$ cat config.mk
export PLATFORM = sky130hd
export DESIGN_NAME = console_writer_flat
export DESIGN_NICKNAME = d
export VERILOG_FILES = /design/src/rtl/console_pkg.sv /design/src/rtl/console_writer_if.sv /design/src/rtl/console_writer.sv /design/src/flat_wrapper.sv
export SDC_FILE = /design/constraint.sdc
export NUM_CORES = 1
export LEC_CHECK = 0
export ABC_AREA = 1
export BUFFER_PORTS_ARGS = -buffer_cell sky130_fd_sc_hd__buf_2
export CAP_MARGIN = 20
export CORE_UTILIZATION = 30
export DETAILED_ROUTE_END_ITERATION = 8
export GPL_ROUTABILITY_DRIVEN = 0
export SLEW_MARGIN = 10
export SYNTH_ARGS = -nofsm -noshare
export SYNTH_HDL_FRONTEND = slang
export SYNTH_SLANG_ARGS = --single-unit
export TNS_END_PERCENT = 20
$ cat constraint.sdc
create_clock -name I_clock -period 2 [get_ports I_clock]
set_input_delay 0.3 -clock I_clock [delete_from_list [all_inputs] [get_ports I_clock]]
set_output_delay 0.3 -clock I_clock [all_outputs]
set_load 0.1 [all_outputs]
$ cat src/rtl/console_pkg.sv
// Shared types and constants for the console writer.
// FSM states, control codes and the cell address helper.
package console_pkg;

  typedef enum logic [2:0] {
    IDLE,
    WRITE,
    SCR_RD,
    SCR_WAIT,
    SCR_WR,
    CLEAR,
    CLEAR_ROW
  } state_t;

  localparam logic [7:0] C_BS = 8'h08;
  localparam logic [7:0] C_LF = 8'h0A;
  localparam logic [7:0] C_FF = 8'h0C;
  localparam logic [7:0] C_CR = 8'h0D;

  localparam logic [15:0] C_INDEX_BASE = 16'h6000;

  function automatic logic [15:0] cell_addr(
    input logic [15:0] base,
    input logic [15:0] cols,
    input logic [4:0]  row,
    input logic [4:0]  col
  );
    return base + 16'(row) * cols + 16'(col);
  endfunction

endpackage

$ cat src/rtl/console_writer_if.sv
// Character stream and video RAM port bundle.
// master = console writer, slave = source/RAM side.
interface console_writer_if;

  logic [7:0]  I_char_data;
  logic        I_char_valid;
  logic        O_char_ready;
  logic [15:0] O_mem_addr;
  logic [7:0]  O_mem_data;
  logic        O_mem_write;
  logic [7:0]  I_mem_data;

  modport master (
    input  I_char_data,
    input  I_char_valid,
    input  I_mem_data,
    output O_char_ready,
    output O_mem_addr,
    output O_mem_data,
    output O_mem_write
  );

  modport slave (
    output I_char_data,
    output I_char_valid,
    output I_mem_data,
    input  O_char_ready,
    input  O_mem_addr,
    input  O_mem_data,
    input  O_mem_write
  );

endinterface

$ cat src/rtl/console_writer.sv
// Text console: turns character codes into tile index writes,
// with cursor control, clear-screen and scroll-by-copy.
module console_writer
  import console_pkg::*;
#(
  parameter logic [15:0] G_index_base   = C_INDEX_BASE,
  parameter int          G_cols         = 32,
  parameter int          G_rows         = 28,
  parameter logic [7:0]  G_blank_char   = 8'h20,
  parameter int          G_read_latency = 2
) (
  input  logic              I_clock,
  input  logic              I_reset,
  console_writer_if.master  bus,
  output logic [4:0]        O_cursor_col,
  output logic [4:0]        O_cursor_row,
  output logic              O_busy
);

  localparam logic [15:0] L_cols = 16'(G_cols);
  localparam logic [4:0]  L_col_last = 5'(G_cols - 1);
  localparam logic [4:0]  L_row_last = 5'(G_rows - 1);
  localparam logic [15:0] L_copy_last = 16'((G_rows - 1) * G_cols - 1);
  localparam logic [15:0] L_clear_last = 16'(G_rows * G_cols - 1);
  localparam logic [15:0] L_last_row = 16'(G_index_base + 16'((G_rows - 1) * G_cols));
  localparam logic [15:0] L_src_base = G_index_base + L_cols;
  localparam logic [7:0]  L_wait_last = 8'(G_read_latency - 1);

  state_t      state, state_n;
  logic [4:0]  col, col_n;
  logic [4:0]  row, row_n;
  logic [15:0] idx, idx_n;
  logic [7:0]  wcnt, wcnt_n;
  logic        pend, pend_n;
  logic [15:0] addr_n;
  logic [7:0]  data_n;
  logic        write_n;
  logic        go_wr;
  logic [7:0]  ch;

  assign ch = bus.I_char_data;

  always_ff @(posedge I_clock or negedge I_reset) begin
    if (!I_reset) begin
      state            <= IDLE;
      col              <= '0;
      row              <= '0;
      idx              <= '0;
      wcnt             <= '0;
      pend             <= 1'b0;
      bus.O_mem_addr   <= '0;
      bus.O_mem_data   <= '0;
      bus.O_mem_write  <= 1'b0;
      bus.O_char_ready <= 1'b1;
      O_busy           <= 1'b0;
    end else begin
      state            <= state_n;
      col              <= col_n;
      row              <= row_n;
      idx              <= idx_n;
      wcnt             <= wcnt_n;
      pend             <= pend_n;
      bus.O_mem_addr   <= addr_n;
      bus.O_mem_data   <= data_n;
      bus.O_mem_write  <= write_n;
      bus.O_char_ready <= (state_n == IDLE);
      O_busy           <= (state_n == SCR_RD) || (state_n == SCR_WAIT) ||
                          (state_n == SCR_WR) || (state_n == CLEAR) ||
                          (state_n == CLEAR_ROW);
    end
  end

  always_comb begin
    state_n = state;
    col_n   = col;
    row_n   = row;
    idx_n   = idx;
    wcnt_n  = wcnt;
    pend_n  = pend;
    addr_n  = bus.O_mem_addr;
    data_n  = bus.O_mem_data;
    write_n = 1'b0;
    go_wr   = 1'b0;
    unique case (state)
      IDLE: begin
        if (bus.I_char_valid) begin
          unique case (1'b1)
            (ch >= 8'h20): begin
              state_n = WRITE;
              addr_n  = cell_addr(G_index_base, L_cols, row, col);
              data_n  = ch;
              write_n = 1'b1;
              pend_n  = 1'b0;
              if (col == L_col_last) begin
                col_n = '0;
                if (row == L_row_last) pend_n = 1'b1;
                else row_n = row + 5'd1;
              end else begin
                col_n = col + 5'd1;
              end
            end
            (ch == C_CR): col_n = '0;
            (ch == C_LF): begin
              col_n = '0;
              if (row == L_row_last) begin
                state_n = SCR_RD;
                idx_n   = '0;
                addr_n  = L_src_base;
              end else begin
                row_n = row + 5'd1;
              end
            end
            (ch == C_BS): begin
              if (col != 5'd0) begin
                col_n   = col - 5'd1;
                state_n = WRITE;
                pend_n  = 1'b0;
                addr_n  = cell_addr(G_index_base, L_cols, row, col - 5'd1);
                data_n  = G_blank_char;
                write_n = 1'b1;
              end
            end
            (ch == C_FF): begin
              state_n = CLEAR;
              idx_n   = '0;
              addr_n  = G_index_base;
              data_n  = G_blank_char;
              write_n = 1'b1;
            end
            default: ;
          endcase
        end
      end
      WRITE: begin
        if (pend) begin
          state_n = SCR_RD;
          idx_n   = '0;
          addr_n  = L_src_base;
        end else begin
          state_n = IDLE;
        end
      end
      SCR_RD: begin
        wcnt_n = 8'd1;
        if (L_wait_last == 8'd0) go_wr = 1'b1;
        else state_n = SCR_WAIT;
      end
      SCR_WAIT: begin
        if (wcnt >= L_wait_last) go_wr = 1'b1;
        else wcnt_n = wcnt + 8'd1;
      end
      SCR_WR: begin
        if (idx == L_copy_last) begin
          state_n = CLEAR_ROW;
          idx_n   = '0;
          addr_n  = L_last_row;
          data_n  = G_blank_char;
          write_n = 1'b1;
        end else begin
          state_n = SCR_RD;
          idx_n   = idx + 16'd1;
          addr_n  = L_src_base + idx + 16'd1;
        end
      end
      CLEAR: begin
        if (idx == L_clear_last) begin
          state_n = IDLE;
          col_n   = '0;
          row_n   = '0;
        end else begin
          idx_n   = idx + 16'd1;
          addr_n  = G_index_base + idx + 16'd1;
          write_n = 1'b1;
        end
      end
      CLEAR_ROW: begin
        if (idx == L_cols - 16'd1) begin
          state_n = IDLE;
        end else begin
          idx_n   = idx + 16'd1;
          addr_n  = L_last_row + idx + 16'd1;
          write_n = 1'b1;
        end
      end
      default: state_n = IDLE;
    endcase
    // read data is sampled on the edge that enters SCR_WR
    if (go_wr) begin
      state_n = SCR_WR;
      addr_n  = G_index_base + idx;
      data_n  = bus.I_mem_data;
      write_n = 1'b1;
    end
  end

  assign O_cursor_col = col;
  assign O_cursor_row = row;

endmodule

$ cat src/flat_wrapper.sv
// flat-port wrapper written by rule: the top's interface ports become plain ports
module console_writer_flat import console_pkg::*;
#(
  parameter logic [15:0] G_index_base   = C_INDEX_BASE,
  parameter int          G_cols         = 32,
  parameter int          G_rows         = 28,
  parameter logic [7:0]  G_blank_char   = 8'h20,
  parameter int          G_read_latency = 2
)
  (I_clock, I_reset, O_cursor_col, O_cursor_row, O_busy, bus_I_char_data, bus_I_char_valid, bus_I_mem_data, bus_O_char_ready, bus_O_mem_addr, bus_O_mem_data, bus_O_mem_write);
  console_writer_if bus_i ();
  input  logic I_clock;
  input  logic I_reset;
  output logic [4:0] O_cursor_col;
  output logic [4:0] O_cursor_row;
  output logic O_busy;
  input wire logic [$bits(bus_i.I_char_data)-1:0] bus_I_char_data;
  input wire logic [$bits(bus_i.I_char_valid)-1:0] bus_I_char_valid;
  input wire logic [$bits(bus_i.I_mem_data)-1:0] bus_I_mem_data;
  output wire logic [$bits(bus_i.O_char_ready)-1:0] bus_O_char_ready;
  output wire logic [$bits(bus_i.O_mem_addr)-1:0] bus_O_mem_addr;
  output wire logic [$bits(bus_i.O_mem_data)-1:0] bus_O_mem_data;
  output wire logic [$bits(bus_i.O_mem_write)-1:0] bus_O_mem_write;
  assign bus_i.I_char_data = bus_I_char_data;
  assign bus_i.I_char_valid = bus_I_char_valid;
  assign bus_i.I_mem_data = bus_I_mem_data;
  assign bus_O_char_ready = bus_i.O_char_ready;
  assign bus_O_mem_addr = bus_i.O_mem_addr;
  assign bus_O_mem_data = bus_i.O_mem_data;
  assign bus_O_mem_write = bus_i.O_mem_write;
  console_writer #(.G_index_base(G_index_base), .G_cols(G_cols), .G_rows(G_rows), .G_blank_char(G_blank_char), .G_read_latency(G_read_latency)) u_core (.I_clock(I_clock), .I_reset(I_reset), .bus(bus_i), .O_cursor_col(O_cursor_col), .O_cursor_row(O_cursor_row), .O_busy(O_busy));
endmodule
==> results of run 1 <==
[logic make-up after synthesis]
| family | after synthesis | share of synthesized area [%] |
|---|---|---|
| compound gates | 98 | 11.4 |
| xor+xnor | 7 | 1.27 |
| fa+ha+maj | 12 | 3.12 |
| buf+inv | 100 | 8.71 |
| flops | 65 | 33.8 |
| simple gates | 472 | 41.7 |
[cell type report]
cell class / instances / area, µm²
inverter: 83 / 319
tap: 211 / 264
clock buffer: 9 / 225
fill: 1691 / 9350
timing repair buffer: 104 / 687
clock inverter: 7 / 71.3
multi-input combinational: 590 / 2860
sequential: 65 / 1650
[cells in the mapped netlist (3+ instances only)]
library cell	n	area share (%)
ha_1	12	3.1
buf_2	8	0.83
o21ai_0	47	4.9
o31ai_1	4	0.62
dfrtp_1	64	33
inv_1	68	5.3
inv_2	11	0.86
clkinv_1	3	0.23
o211ai_1	3	0.47
a31oi_1	3	0.39
xor2_1	6	1.1
o21a_1	5	0.78
nor2_2	7	0.91
buf_4	4	0.62
nand2_2	4	0.52
nand3_1	81	8.4
nand4_1	9	1.2
nor2_1	107	8.3
a21oi_1	22	2.3
nand2_1	248	19
o21ai_1	8	0.83
[sequential cells by signal, summed over array words and instances (netlist names)]
| signal | cells |
|---|---|
| u_core.O_cursor_col | 5 |
| u_core.idx | 16 |
| u_core.wcnt | 8 |
| u_core.pend | 1 |
| u_core.state | 3 |
| u_core.bus.O_mem_write | 1 |
| u_core.O_cursor_row | 5 |
| u_core.O_busy | 1 |
| u_core.bus.O_char_ready | 1 |
| u_core.bus.O_mem_data | 8 |
| u_core.bus.O_mem_addr | 16 |
[critical path, cell delays in order (launching register included)]
cell and delay (ps):
dfrtp_4 440, ha_4 150, nand2_1 50, nor2_1 150, inv_1 70, nand3_1 80
o21ai_1 160, nor2_4 250, nand2_4 150, buf_4 180, nand2_1 60, nand2_1 50
[report_power, final]
group	internal, µW	leakage [µW]	total (µW)	switching (µW)
Sequential	1720	0.000828	2020	297
Clock	960	0.000137	1560	605
Combinational	1390	0.00212	5630	4240
Total	4070	0.00308	9210	5140
[per-layer routing]
layer	vias up	part of all wire, %	track usage [%]
met5	-	0	0
met4	0	2.1	6.99
met3	22	6.4	3.83
met2	177	46	29.8
met1	2304	46	25.4
li1	2624	-	-
[metrics by stage]
step                      power [µW]  instances
final                           9210       1069
after detailed placement        7420       1047
after global placement          7400       1047
after floorplan                 6170        754
after global routing            9820       1069
after CTS                       9060       1064
[worst max path at each step]
| stage | start | end | slack, ps |
|---|---|---|---|
| global route | u_core.O_cursor_col[0]$_DFFE_PN0P_ | u_core.O_cursor_row[3]$_DFFE_PN0P_ | -40 |
| finish | u_core.O_cursor_row[1]$_DFFE_PN0P_ | u_core.bus.O_mem_addr[2]$_DFFE_PN0P_ | 100 |
| detailed placement | u_core.O_cursor_col[0]$_DFFE_PN0P_ | u_core.bus.O_mem_data[6]$_DFFE_PN0P_ | 7 |
| CTS | u_core.idx[1]$_DFFE_PN0P_ | u_core.bus.O_mem_addr[15]$_DFFE_PN0P_ | 20 |
| global placement | bus_I_char_data[5] | u_core.idx[0]$_DFFE_PN0P_ | 70 |
| floorplan | u_core.O_cursor_col[0]$_DFFE_PN0P_ | u_core.bus.O_mem_data[2]$_DFFE_PN0P_ | 10 |
[what timing repair did]
action	CTS	global route
buffers inserted	0	4
gates resized for setup	1	24
hold buffers	1	0
setup endpoints to repair	1	50
endpoints found under the hold margin	10	0
pin swaps	0	4
cloned	0	1
==> flow_metrics.env, run 1 <==
export IMPL_grt_pass1_wl_um=23900
export IMPL_grt_util_all_layers_pct=18.8
export IMPL_power_density_nw_per_um2=1520
export IMPL_worstSetupStartpointType="flop"
export IMPL_worst_pin_slew_ps=526
export IMPL_holdWs_ps=285
export IMPL_avgSynthCellArea_um2=6.38
export IMPL_area_growth_pct=26.2
export IMPL_grt_pass1_vias=4748
export IMPL_fin_crit_sh_pct=95.0
export IMPL_synth_cell_types=43
export IMPL_hpwlAfterDp_um=11300
export IMPL_yosysSeqAreaShare_pct=33.8
export IMPL_critPathKind="flop to flop"
export IMPL_required_ps=2230
export IMPL_yosysWarningCount=0
export IMPL_fin_worst_skew_ps=4.71
export IMPL_drive_gt1_share_pct=21.8
export IMPL_dr_pass1_iters=5
export IMPL_cts_tree="built"
export IMPL_vdd_drop_max_mv=1.19
export IMPL_period_needed_ps=1900
export IMPL_p_leak_uw=0.00308
export IMPL_ys_flop_type="dfrtp_1"
export IMPL_ant_nets=0
export IMPL_synth_seq_cells=65
export IMPL_dieArea_um2=16500
export IMPL_port_buffers=55
export IMPL_rows=45
export IMPL_worstHoldPathType="primary input to flop"
export IMPL_layout_commonest_cell="nand2_1"
export IMPL_crit_path_end_kind="flop"
export IMPL_htreeDepth=3
export IMPL_final_cell_mix="nand2_1 (243), nor2_1 (102), nand3_1 (80)"
export IMPL_crit_path_max_fanout=7
export IMPL_fmax_mhz=526
export IMPL_final_core_util_pct=39.4
export IMPL_drt_wl_total_um=14800
export IMPL_rsz0062_at_grt="yes"
export IMPL_antenna_found_initial=0
export IMPL_vias_per_cell=4.80
export IMPL_cts_root_buf="clkbuf_16"
export IMPL_wl_per_cell_um=13.9
export IMPL_syn_area_um2=4810
export IMPL_place_area_um2=5650
export IMPL_synth_edf_count=0
export IMPL_syn_num_nets=785
export IMPL_path_clk_slew_ps=60
export IMPL_synth_cells=754
export IMPL_r2r_start="u_core.O_cursor_row[1]$_DFFE_PN0P_"
export IMPL_drv_slew=0
export IMPL_setup_ws_ps=100
export IMPL_cts_buffer_depth=2
export IMPL_cts_buffers=9
export IMPL_rr_worst_depth=11
export IMPL_relSlewSlack_pct=65.1
export IMPL_nNetsFinal=884
export IMPL_numClockSinks=65
export IMPL_cp_arrival_ps=2130
export IMPL_final_area_um2=6070
export IMPL_antennaDiodeCount=0
export IMPL_async_flop_share_pct=100
export IMPL_core_area_um2=15400
export IMPL_drt_initial_drc_count=402
export IMPL_clkLatencyLatePin_ps=340
export IMPL_num_io_pins=56
export IMPL_status="finished clean"
export IMPL_r2r_slack_ps=100
export IMPL_hold_viol=0
export IMPL_vias=5127
export IMPL_grt_overflow=0
export IMPL_die_h_um=129
export IMPL_setup_total_negative_slack_ps=0
export IMPL_drc_errors=0
export IMPL_initial_core_util_pct=31.2
export IMPL_grt_max_degree=55
export IMPL_place_worst_setup_slack_ps=7.12
export IMPL_setup_violations_final=0
export IMPL_cap_violations=0
export IMPL_hp_start="bus_I_mem_data[3]"
export IMPL_hold_path_endpoint="u_core.bus.O_mem_data[3]$_DFFE_PN0P_"
export IMPL_r2r_end="u_core.bus.O_mem_addr[2]$_DFFE_PN0P_"
export IMPL_die_w_um=129
export IMPL_holdPathStages=5
No activity file was read; power rests on OpenSTA's default activity.
==> run 2: changes to the inputs <==
--- a/config.mk
+++ b/config.mk
@@ -8,9 +8,13 @@
 export ABC_AREA = 1
 export BUFFER_PORTS_ARGS = -buffer_cell sky130_fd_sc_hd__buf_2
 export CAP_MARGIN = 20
+export CELL_PAD_IN_SITES_DETAIL_PLACEMENT = 1
+export CELL_PAD_IN_SITES_GLOBAL_PLACEMENT = 1
 export CORE_UTILIZATION = 30
 export DETAILED_ROUTE_END_ITERATION = 8
 export GPL_ROUTABILITY_DRIVEN = 0
+export PLACE_DENSITY_LB_ADDON = 0.1
+export SKIP_CTS_REPAIR_TIMING = 1
 export SLEW_MARGIN = 10
 export SYNTH_ARGS = -nofsm -noshare
 export SYNTH_HDL_FRONTEND = slang
==> flow_metrics.env, run 2 (synthesized netlist as in run 1, its figures left out) <==
export IMPL_status="finished clean"
export IMPL_grt_max_degree=30
export IMPL_worst_pin_slew_ps=492
export IMPL_antenna_found_initial=0
export IMPL_worstHoldPathType="primary input to flop"
export IMPL_critPathKind="flop to flop"
export IMPL_die_w_um=129
export IMPL_fmax_mhz=523
export IMPL_final_area_um2=6460
export IMPL_drc_errors=0
export IMPL_vdd_drop_max_mv=1.04
export IMPL_p_leak_uw=0.00324
export IMPL_finalPower_uw=9870
export IMPL_worstSetupStartpointType="flop"
export IMPL_crit_path_max_fanout=5
export IMPL_path_clk_slew_ps=70
export IMPL_drv_slew=0
export IMPL_dieArea_um2=16500
export IMPL_rows=45
export IMPL_port_buffers=55
export IMPL_power_density_nw_per_um2=1530
export IMPL_vias_per_cell=4.96
export IMPL_setup_violations_final=0
export IMPL_nNetsFinal=916
export IMPL_relSlewSlack_pct=66.8
export IMPL_period_needed_ps=1910
export IMPL_final_cell_mix="nand2_1 (243), nor2_1 (93), nand3_1 (76)"
export IMPL_drt_wl_total_um=18600
export IMPL_layout_commonest_cell="nand2_1"
export IMPL_cp_cell_sequence="ha_1 > nor2_2 > nand3_2 > nor2_4 > nor3_4 > buf_6 > buf_4 > a21oi_1 > nand3_1 > nand3_1 > nand2_1"
export IMPL_vias=5460
export IMPL_required_ps=2240
export IMPL_antennaDiodeCount=0
export IMPL_cts_tree="built"
export IMPL_cp_slowest_cell="dfrtp_1"
export IMPL_grt_pass1_vias=5561
export IMPL_htreeDepth=3
export IMPL_ant_nets=0
export IMPL_slowest_delay_ps=430
export IMPL_final_core_util_pct=41.9
export IMPL_dr_pass1_iters=4
export IMPL_core_area_um2=15400
export IMPL_numClockSinks=65
export IMPL_grt_util_all_layers_pct=23.0
export IMPL_clkLatencyLatePin_ps=350
export IMPL_num_io_pins=56
export IMPL_cts_buffer_depth=2
export IMPL_grt_overflow=0
export IMPL_grt_pass1_wl_um=28900
export IMPL_fin_worst_skew_ps=9.50
export IMPL_setup_total_negative_slack_ps=0
export IMPL_die_h_um=129
export IMPL_fin_crit_sh_pct=95.6
export IMPL_wl_per_cell_um=16.9
export IMPL_cp_arrival_ps=2150
export IMPL_critical_path_top_delay_family="simple AND/OR/NAND/NOR gates"
export IMPL_cts_root_buf="clkbuf_16"
export IMPL_top_regs="u_core.bus.O_mem_addr (16), u_core.idx (16)"
export IMPL_cts_buffers=9
export IMPL_drive_gt1_share_pct=27.0
export IMPL_crit_path_end_kind="flop"
export IMPL_crit_top_cell="nand3_1"
export IMPL_initial_core_util_pct=31.2
export IMPL_hold_viol=0
export IMPL_area_growth_pct=34.3
export IMPL_cap_violations=0
export IMPL_rsz0062_at_grt="yes"
export IMPL_place_area_um2=5770
export IMPL_hpwlAfterDp_um=14200
export IMPL_crit_buf_inv=2
export IMPL_drt_initial_drc_count=216
run 2: layer usage:
metal / wire [µm] / global-route usage, % / vias up
li1: - / - / 2689
met1: 8110 / 26.8 / 2649
met2: 9460 / 41.6 / 95
met3: 625 / 5.36 / 27
met4: 404 / 6.92 / 0
met5: 0 / 0 / -
run 2: worst paths after layout:
path                       slack, ps                                 start  cells after the start                                    to
max in group asynchronous        850                               I_reset                      3     u_core.bus.O_char_ready$_DFF_PN1_
max reg2reg                       90            u_core.wcnt[0]$_DFFE_PN0P_                     11  u_core.bus.O_mem_addr[6]$_DFFE_PN0P_
min in group asynchronous        440                               I_reset                      2            u_core.wcnt[6]$_DFFE_PN0P_
max                               90            u_core.wcnt[0]$_DFFE_PN0P_                     11  u_core.bus.O_mem_addr[6]$_DFFE_PN0P_
min reg2reg                      480  u_core.bus.O_mem_addr[4]$_DFFE_PN0P_                      2  u_core.bus.O_mem_addr[4]$_DFFE_PN0P_
min                              300                     bus_I_mem_data[0]                      4  u_core.bus.O_mem_data[0]$_DFFE_PN0P_
run 2: stage by stage:
| step | hold WS (ps) | cells | setup slack, ps |
|---|---|---|---|
| after floorplan | 4.41 | 754 | 10.9 |
| after global placement | 271 | 1065 | -71.9 |
| after detailed placement | 281 | 1065 | -61.0 |
| after CTS | -83.3 | 1081 | -77.3 |
| after global routing | 310 | 1101 | -34.0 |
| final | 302 | 1101 | 87.7 |
run 2: layout make-up:
cell class                 instances  area (µm²)
clock buffer                       9         225
clock inverter                     7        78.8
fill                            2039        8970
inverter                          83         317
multi-input combinational        592        2980
sequential                        65        1660
tap                              211         264
timing repair buffer             133         928
timing repair inverter             1        7.51
run 2: worst register-to-register path, stage by stage, from the launching register on:
cell and delay, ps:
dfrtp_1 430, ha_1 230, nor2_2 100, nand3_2 90, nor2_4 140, nor3_4 90, buf_6 140, buf_4 130
a21oi_1 130, nand3_1 170, nand3_1 120, nand2_1 50
run 2: where the power goes:
group,internal (µW),switching [µW]
combinational,1700,4490
clock,974,689
sequential,1720,295
